### config.mk
export PLATFORM = sky130hd
export DESIGN_NAME = sync_fifo_flex
export DESIGN_NICKNAME = d
export VERILOG_FILES = /design/src/rtl/sync_fifo_flex.sv
export SDC_FILE = /design/constraint.sdc
export NUM_CORES = 1
export LEC_CHECK = 0
export BUFFER_PORTS_ARGS = -buffer_cell sky130_fd_sc_hd__buf_2
export CAP_MARGIN = 20
export CORE_AREA = 2 2 106 108
export DETAILED_ROUTE_END_ITERATION = 8
export DIE_AREA = 0 0 108 110
export GPL_ROUTABILITY_DRIVEN = 1
export PLACE_DENSITY = 0.85
export SLEW_MARGIN = 10
export SYNTH_ARGS = -nofsm -noshare
export SYNTH_HDL_FRONTEND = slang
export SYNTH_SLANG_ARGS = --single-unit
### constraint.sdc
create_clock -name i_clk -period 2.9 [get_ports i_clk]
set_input_delay 0.435 -clock i_clk [delete_from_list [all_inputs] [get_ports i_clk]]
set_output_delay 0.435 -clock i_clk [all_outputs]
set_load 0.01 [all_outputs]
### src/rtl/sync_fifo_flex.sv
// Single-clock FIFO with occupancy count, almost-full/empty thresholds, optional FWFT read and sticky errors.
// Latency: write to FWFT output visible 1 cycle after the write edge; standard read data 1 cycle after accepted read.
// Backpressure: writes rejected while full, reads rejected while empty; rejected requests set a sticky error flag.
module sync_fifo_flex #(
    parameter int DEPTH     = 16,
    parameter int WIDTH     = 8,
    parameter int AFULL_TH  = 12,
    parameter int AEMPTY_TH = 4,
    parameter int FWFT      = 0
) (
    input  logic                     i_clk,
    input  logic                     i_rst,
    input  logic                     i_winc,
    input  logic [WIDTH-1:0]         i_data_in,
    input  logic                     i_rinc,
    input  logic                     i_clr_err,
    output logic [WIDTH-1:0]         o_data_out,
    output logic                     o_full,
    output logic                     o_empty,
    output logic                     o_afull,
    output logic                     o_aempty,
    output logic [$clog2(DEPTH):0]   o_count,
    output logic                     o_overflow,
    output logic                     o_underflow
);

    localparam int PTR_W = $clog2(DEPTH);
    localparam logic [PTR_W:0] PTR_ONE  = (PTR_W+1)'(1);
    localparam logic [PTR_W:0] DEPTH_C  = (PTR_W+1)'(DEPTH);
    localparam logic [PTR_W:0] AFULL_C  = (PTR_W+1)'(AFULL_TH);
    localparam logic [PTR_W:0] AEMPTY_C = (PTR_W+1)'(AEMPTY_TH);

    generate
        if (DEPTH < 4 || (DEPTH & (DEPTH - 1)) != 0) begin : g_bad_depth
            $fatal(1, "sync_fifo_flex: DEPTH must be a power of 2 and >= 4");
        end
        if (AFULL_TH < 1 || AFULL_TH > DEPTH) begin : g_bad_afull
            $fatal(1, "sync_fifo_flex: AFULL_TH out of range 1..DEPTH");
        end
        if (AEMPTY_TH < 0 || AEMPTY_TH > DEPTH - 1) begin : g_bad_aempty
            $fatal(1, "sync_fifo_flex: AEMPTY_TH out of range 0..DEPTH-1");
        end
    endgenerate

    logic [WIDTH-1:0] mem_q [DEPTH];

    logic [PTR_W:0]   wptr_q, wptr_d;
    logic [PTR_W:0]   rptr_q, rptr_d;
    logic [PTR_W:0]   count_q, count_d;
    logic             full_q, full_d;
    logic             empty_q, empty_d;
    logic             afull_q, afull_d;
    logic             aempty_q, aempty_d;
    logic             ovf_q, ovf_d;
    logic             unf_q, unf_d;
    logic [WIDTH-1:0] dout_q, dout_d;
    logic             wr_acc, rd_acc;
    logic [WIDTH-1:0] head_dat;

    // Accept decisions use the registered flags, so no input reaches an output combinationally.
    always_comb begin
        wr_acc   = i_winc && !full_q;
        rd_acc   = i_rinc && !empty_q;
        head_dat = mem_q[rptr_q[PTR_W-1:0]];

        wptr_d = wptr_q;
        rptr_d = rptr_q;
        if (wr_acc) wptr_d = wptr_q + PTR_ONE;
        if (rd_acc) rptr_d = rptr_q + PTR_ONE;

        count_d = count_q;
        if (wr_acc && !rd_acc) begin
            count_d = count_q + PTR_ONE;
        end else if (rd_acc && !wr_acc) begin
            count_d = count_q - PTR_ONE;
        end

        full_d   = (count_d == DEPTH_C);
        empty_d  = (count_d == '0);
        afull_d  = (count_d >= AFULL_C);
        aempty_d = (count_d <= AEMPTY_C);

        // Set beats clear when both happen in the same cycle.
        ovf_d = ovf_q;
        unf_d = unf_q;
        if (i_clr_err) begin
            ovf_d = 1'b0;
            unf_d = 1'b0;
        end
        if (i_winc && full_q)  ovf_d = 1'b1;
        if (i_rinc && empty_q) unf_d = 1'b1;

        dout_d = dout_q;
        if (FWFT == 0 && rd_acc) dout_d = head_dat;
    end

    always_ff @(posedge i_clk or posedge i_rst) begin
        if (i_rst) begin
            wptr_q   <= '0;
            rptr_q   <= '0;
            count_q  <= '0;
            full_q   <= 1'b0;
            empty_q  <= 1'b1;
            afull_q  <= 1'b0;
            aempty_q <= 1'b1;
            ovf_q    <= 1'b0;
            unf_q    <= 1'b0;
            dout_q   <= '0;
        end else begin
            wptr_q   <= wptr_d;
            rptr_q   <= rptr_d;
            count_q  <= count_d;
            full_q   <= full_d;
            empty_q  <= empty_d;
            afull_q  <= afull_d;
            aempty_q <= aempty_d;
            ovf_q    <= ovf_d;
            unf_q    <= unf_d;
            dout_q   <= dout_d;
        end
    end

    // Storage is deliberately not reset; the pointers define what is valid.
    always_ff @(posedge i_clk) begin
        if (wr_acc) mem_q[wptr_q[PTR_W-1:0]] <= i_data_in;
    end

    // FWFT presents the head entry directly; it is forced to zero while empty so reset reads back 0.
    assign o_data_out  = (FWFT != 0) ? (empty_q ? '0 : head_dat) : dout_q;
    assign o_full      = full_q;
    assign o_empty     = empty_q;
    assign o_afull     = afull_q;
    assign o_aempty    = aempty_q;
    assign o_count     = count_q;
    assign o_overflow  = ovf_q;
    assign o_underflow = unf_q;

endmodule
==> impl_metrics.py <==
metrics = {
    "worst_hold_path": {
        "hold_path_end": "o_overflow",
        "hold_start": "i_clr_err",
        "hold-path-cell-count": 2,
        "hold_class": "in -> reg",
    },
    "global_routing": {
        "grt_usage_pct": 23.9,
        "grt-ovfl-total": 0,
        "grt_pass1_vias": 3560,
        "grt_pass1_wl_um": 19900,
        "grt_max_degree": 44,
        "antenna_found_initial": 0,
    },
    "detailed_routing": {
        "drc_errors": 0,
        "drtPass1Iterations": 6,
        "detail-route-antenna-nets": 0,
        "avgRoutedWirePerCell_um": 21.4,
        "vias": 3597,
        "drt_iter0_drc": 400,
        "routed_wl_um": 13000,
        "viasPerCell": 5.94,
    },
    "worst_setup_path": {
        "r2r_setup_slack_ns": 0.78,
        "crit_fanout": 10,
        "end_kind": "register",
        "worst_ep_required_time_ns": 3.06,
        "worstReg2RegStart": "o_full",
        "start_kind": "register",
        "crit_type": "reg -> reg",
        "r2r-end": "mem_q[11][5]",
        "crit_arrival_ns": 2.28,
        "reg2reg_depth": 3,
    },
    "clock_network": {
        "tritoncts.num_buffers": 17,
        "cts_tree": "yes",
        "clock-sinks": 155,
        "clockBufferDepth": 2,
        "clk-insertion-delay-late_ns": 0.53,
        "htreeDepth": 4,
        "cts-resized-gates": 0,
        "cts.root.buffer_cell": "clkbuf_8",
        "clkTransAtPathRegs_ns": 0.07,
    },
    "power_and_ir_drop": {
        "p_sw_mw": 2.49,
        "leakagePower_nw": 2.71,
        "intPower_mw": 4.78,
        "vdd_drop_max_v": 0.000610,
        "p_sw_share_pct": 34.2,
        "pwr-share-clk_pct": 29.0,
        "pwr-share-seq_pct": 44.1,
        "comb_power_share_pct": 26.9,
        "powerDensity_nw_per_um2": 1010,
    },
    "yosys": {
        "ys_seq_area_share_pct": 71.7,
        "mappedNetlistNets": 434,
        "synth_top_area_cell": "edfxtp_1",
        "synth-seq-cells": 155,
        "ys_top_cells_by_area": "edfxtp_1, mux2i_1, dfrtp_1",
        "ys_types": 37,
        "synth_top_area_share_pct": 60.9,
        "syn_area_um2": 6310,
        "ys_warn_count": 0,
        "synth.avg_cell_area_um2": 15.2,
        "syn_inst": 414,
    },
    "floorplan": {
        "std_cell_rows": 38,
        "dieWidth_um": 108,
        "die-area_um2": 11900,
        "die_h_um": 110,
        "ioPinCount": 32,
        "core_area_um2": 10700,
        "initial_core_util_pct": 59.0,
    },
    "finish": {
        "nFillCells": 650,
        "drive_above_1_share_pct": 19.1,
        "nets": 473,
        "stdcell_area_um2": 7190,
        "seqCellArea_um2": 4530,
        "area_growth_pct": 14.0,
        "layout_common_cells": "edfxtp_1, mux2i_1, nand2_1, buf_2, dfrtp_1",
        "multiInputGateArea_um2": 1640,
        "final_common_cell": "edfxtp_1",
        "antenna_cells": 0,
    },
    "sta": {
        "tns_ns": 0,
        "setup_violations": 0,
        "whs_ns": 0.109,
        "period_share_pct": 73.0,
        "tightest_slew_ns": 0.736,
        "drv_slew": 0,
        "max-slew-margin-rel_pct": 50.9,
        "fin_skew_ns": 0.00788,
        "worst_slack_ns": 0.783,
        "rsz0062_at_grt": "false",
        "hold_viol": 0,
        "fmax_mhz": 472,
        "fin_crit_ns": 2.12,
    },
    "placement": {
        "dp_slack_ns": 0.711,
        "gp_congestion": 0.949,
        "hpwl_um": 8050,
        "placed_area_um2": 6610,
        "place.port_buffers": 31,
    },
    "status": {
        "status": "completed",
    },
    "run": {
        "cap_violations": 0,
    },
}
-- registers in the layout (all words and copies together), names as in the netlist, 4 cells and up --
signal	flops
mem_q	128
o_count	5
rptr_q	4
wptr_q	4
o_data_out	8
-- metal layers --
metal	GRT usage [%]	up-vias	wire length (µm)
met5	0	-	0
met2	40.2	160	6730
li1	-	1633	-
met3	5.88	44	841
met4	11.6	0	460
met1	29.3	1760	4930
-- cells in the mapped netlist --
library cell	number
o211ai_1	1
dfrtp_1	25
inv_1	7
nand2_1	39
nand4_1	9
inv_2	1
xnor2_2	1
or2b_1	2
edfxtp_1	128
a22oi_2	1
and2_1	1
o22ai_2	1
xor2_2	2
a22oi_1	17
buf_1	2
ha_1	7
nand3_1	21
buf_2	6
mux2i_1	64
xnor2_1	7
a21o_1	1
a31oi_2	1
buf_4	5
nor2_4	1
nor2_2	1
buf_6	1
nor4_2	2
nor2_1	16
a211oi_2	1
nor2b_1	2
nor3_1	5
o21ai_0	6
a21oi_1	16
dfstp_2	2
nor2b_2	2
clkbuf_1	8
nand2b_1	2
-- power groups by stage --
stage / Combinational [mW] / Sequential (mW) / Clock, mW
3_3_place_gp: 1.86 / 3.23 / 0
2_1_floorplan: 1.51 / 3.04 / 0
6_report: 1.95 / 3.20 / 2.11
5_1_grt: 2.12 / 3.25 / 2.22
3_5_place_dp: 1.91 / 3.24 / 0
4_1_cts: 1.95 / 3.20 / 2.12
-- cell families (layout without fill, tap and decap cells) --
kind of cell,Yosys count,in the layout,synth area share [%]
xor gates and xnor gates,10,10,1.75
AOI/OAI and AO/OA,45,45,4.80
adders and majority gates,7,7,1.39
buffers and inverters,30,82,2.32
muxes,64,64,10.2
and+or+nand+nor,103,103,7.91
DFF,155,155,71.7
-- how the worst max path moves through the flow --
stage | start | endpoint | slack (ns) | cells after the start
after floorplan | i_winc | mem_q[3][0] | 1.09 | 4
after global placement | i_winc | mem_q[7][2] | 0.79 | 4
after detailed placement | i_winc | mem_q[11][7] | 0.71 | 4
after CTS | o_full | mem_q[7][1] | 0.84 | 3
after global routing | o_full | mem_q[11][6] | 0.70 | 3
final | o_full | mem_q[11][5] | 0.78 | 3
-- worst max-delay path: stages, from the launching register on --
cell	delay (ns)
dfrtp_1	0.42
nor2b_2	0.39
nand2_1	0.34
nor2_1	0.60
-- final cells by class --
cell class | count | share of cell area, %
timing repair buffer | 42 | 3.51
tap | 140 | 2.44
clock inverter | 14 | 2.09
clock buffer | 18 | 5.81
inverter | 8 | 0.418
sequential | 155 | 62.9
multi-input combinational | 229 | 22.8
-- through the flow --
step | instances | utilization (%) | total power [mW]
final | 606 | 67.2 | 7.27
after global routing | 606 | 67.2 | 7.60
after CTS | 606 | 67.2 | 7.27
after detailed placement | 573 | 61.8 | 5.15
after global placement | 573 | 61.8 | 5.08
after floorplan | 414 | - | 4.55
-- timing repair --
item | in CTS | in global routing
hold endpoints to repair | 6 | 0
setup endpoints to repair | 0 | 0
buffers inserted | 0 | 0
hold buffers | 1 | 0
Power figures use the tool's default switching activity.
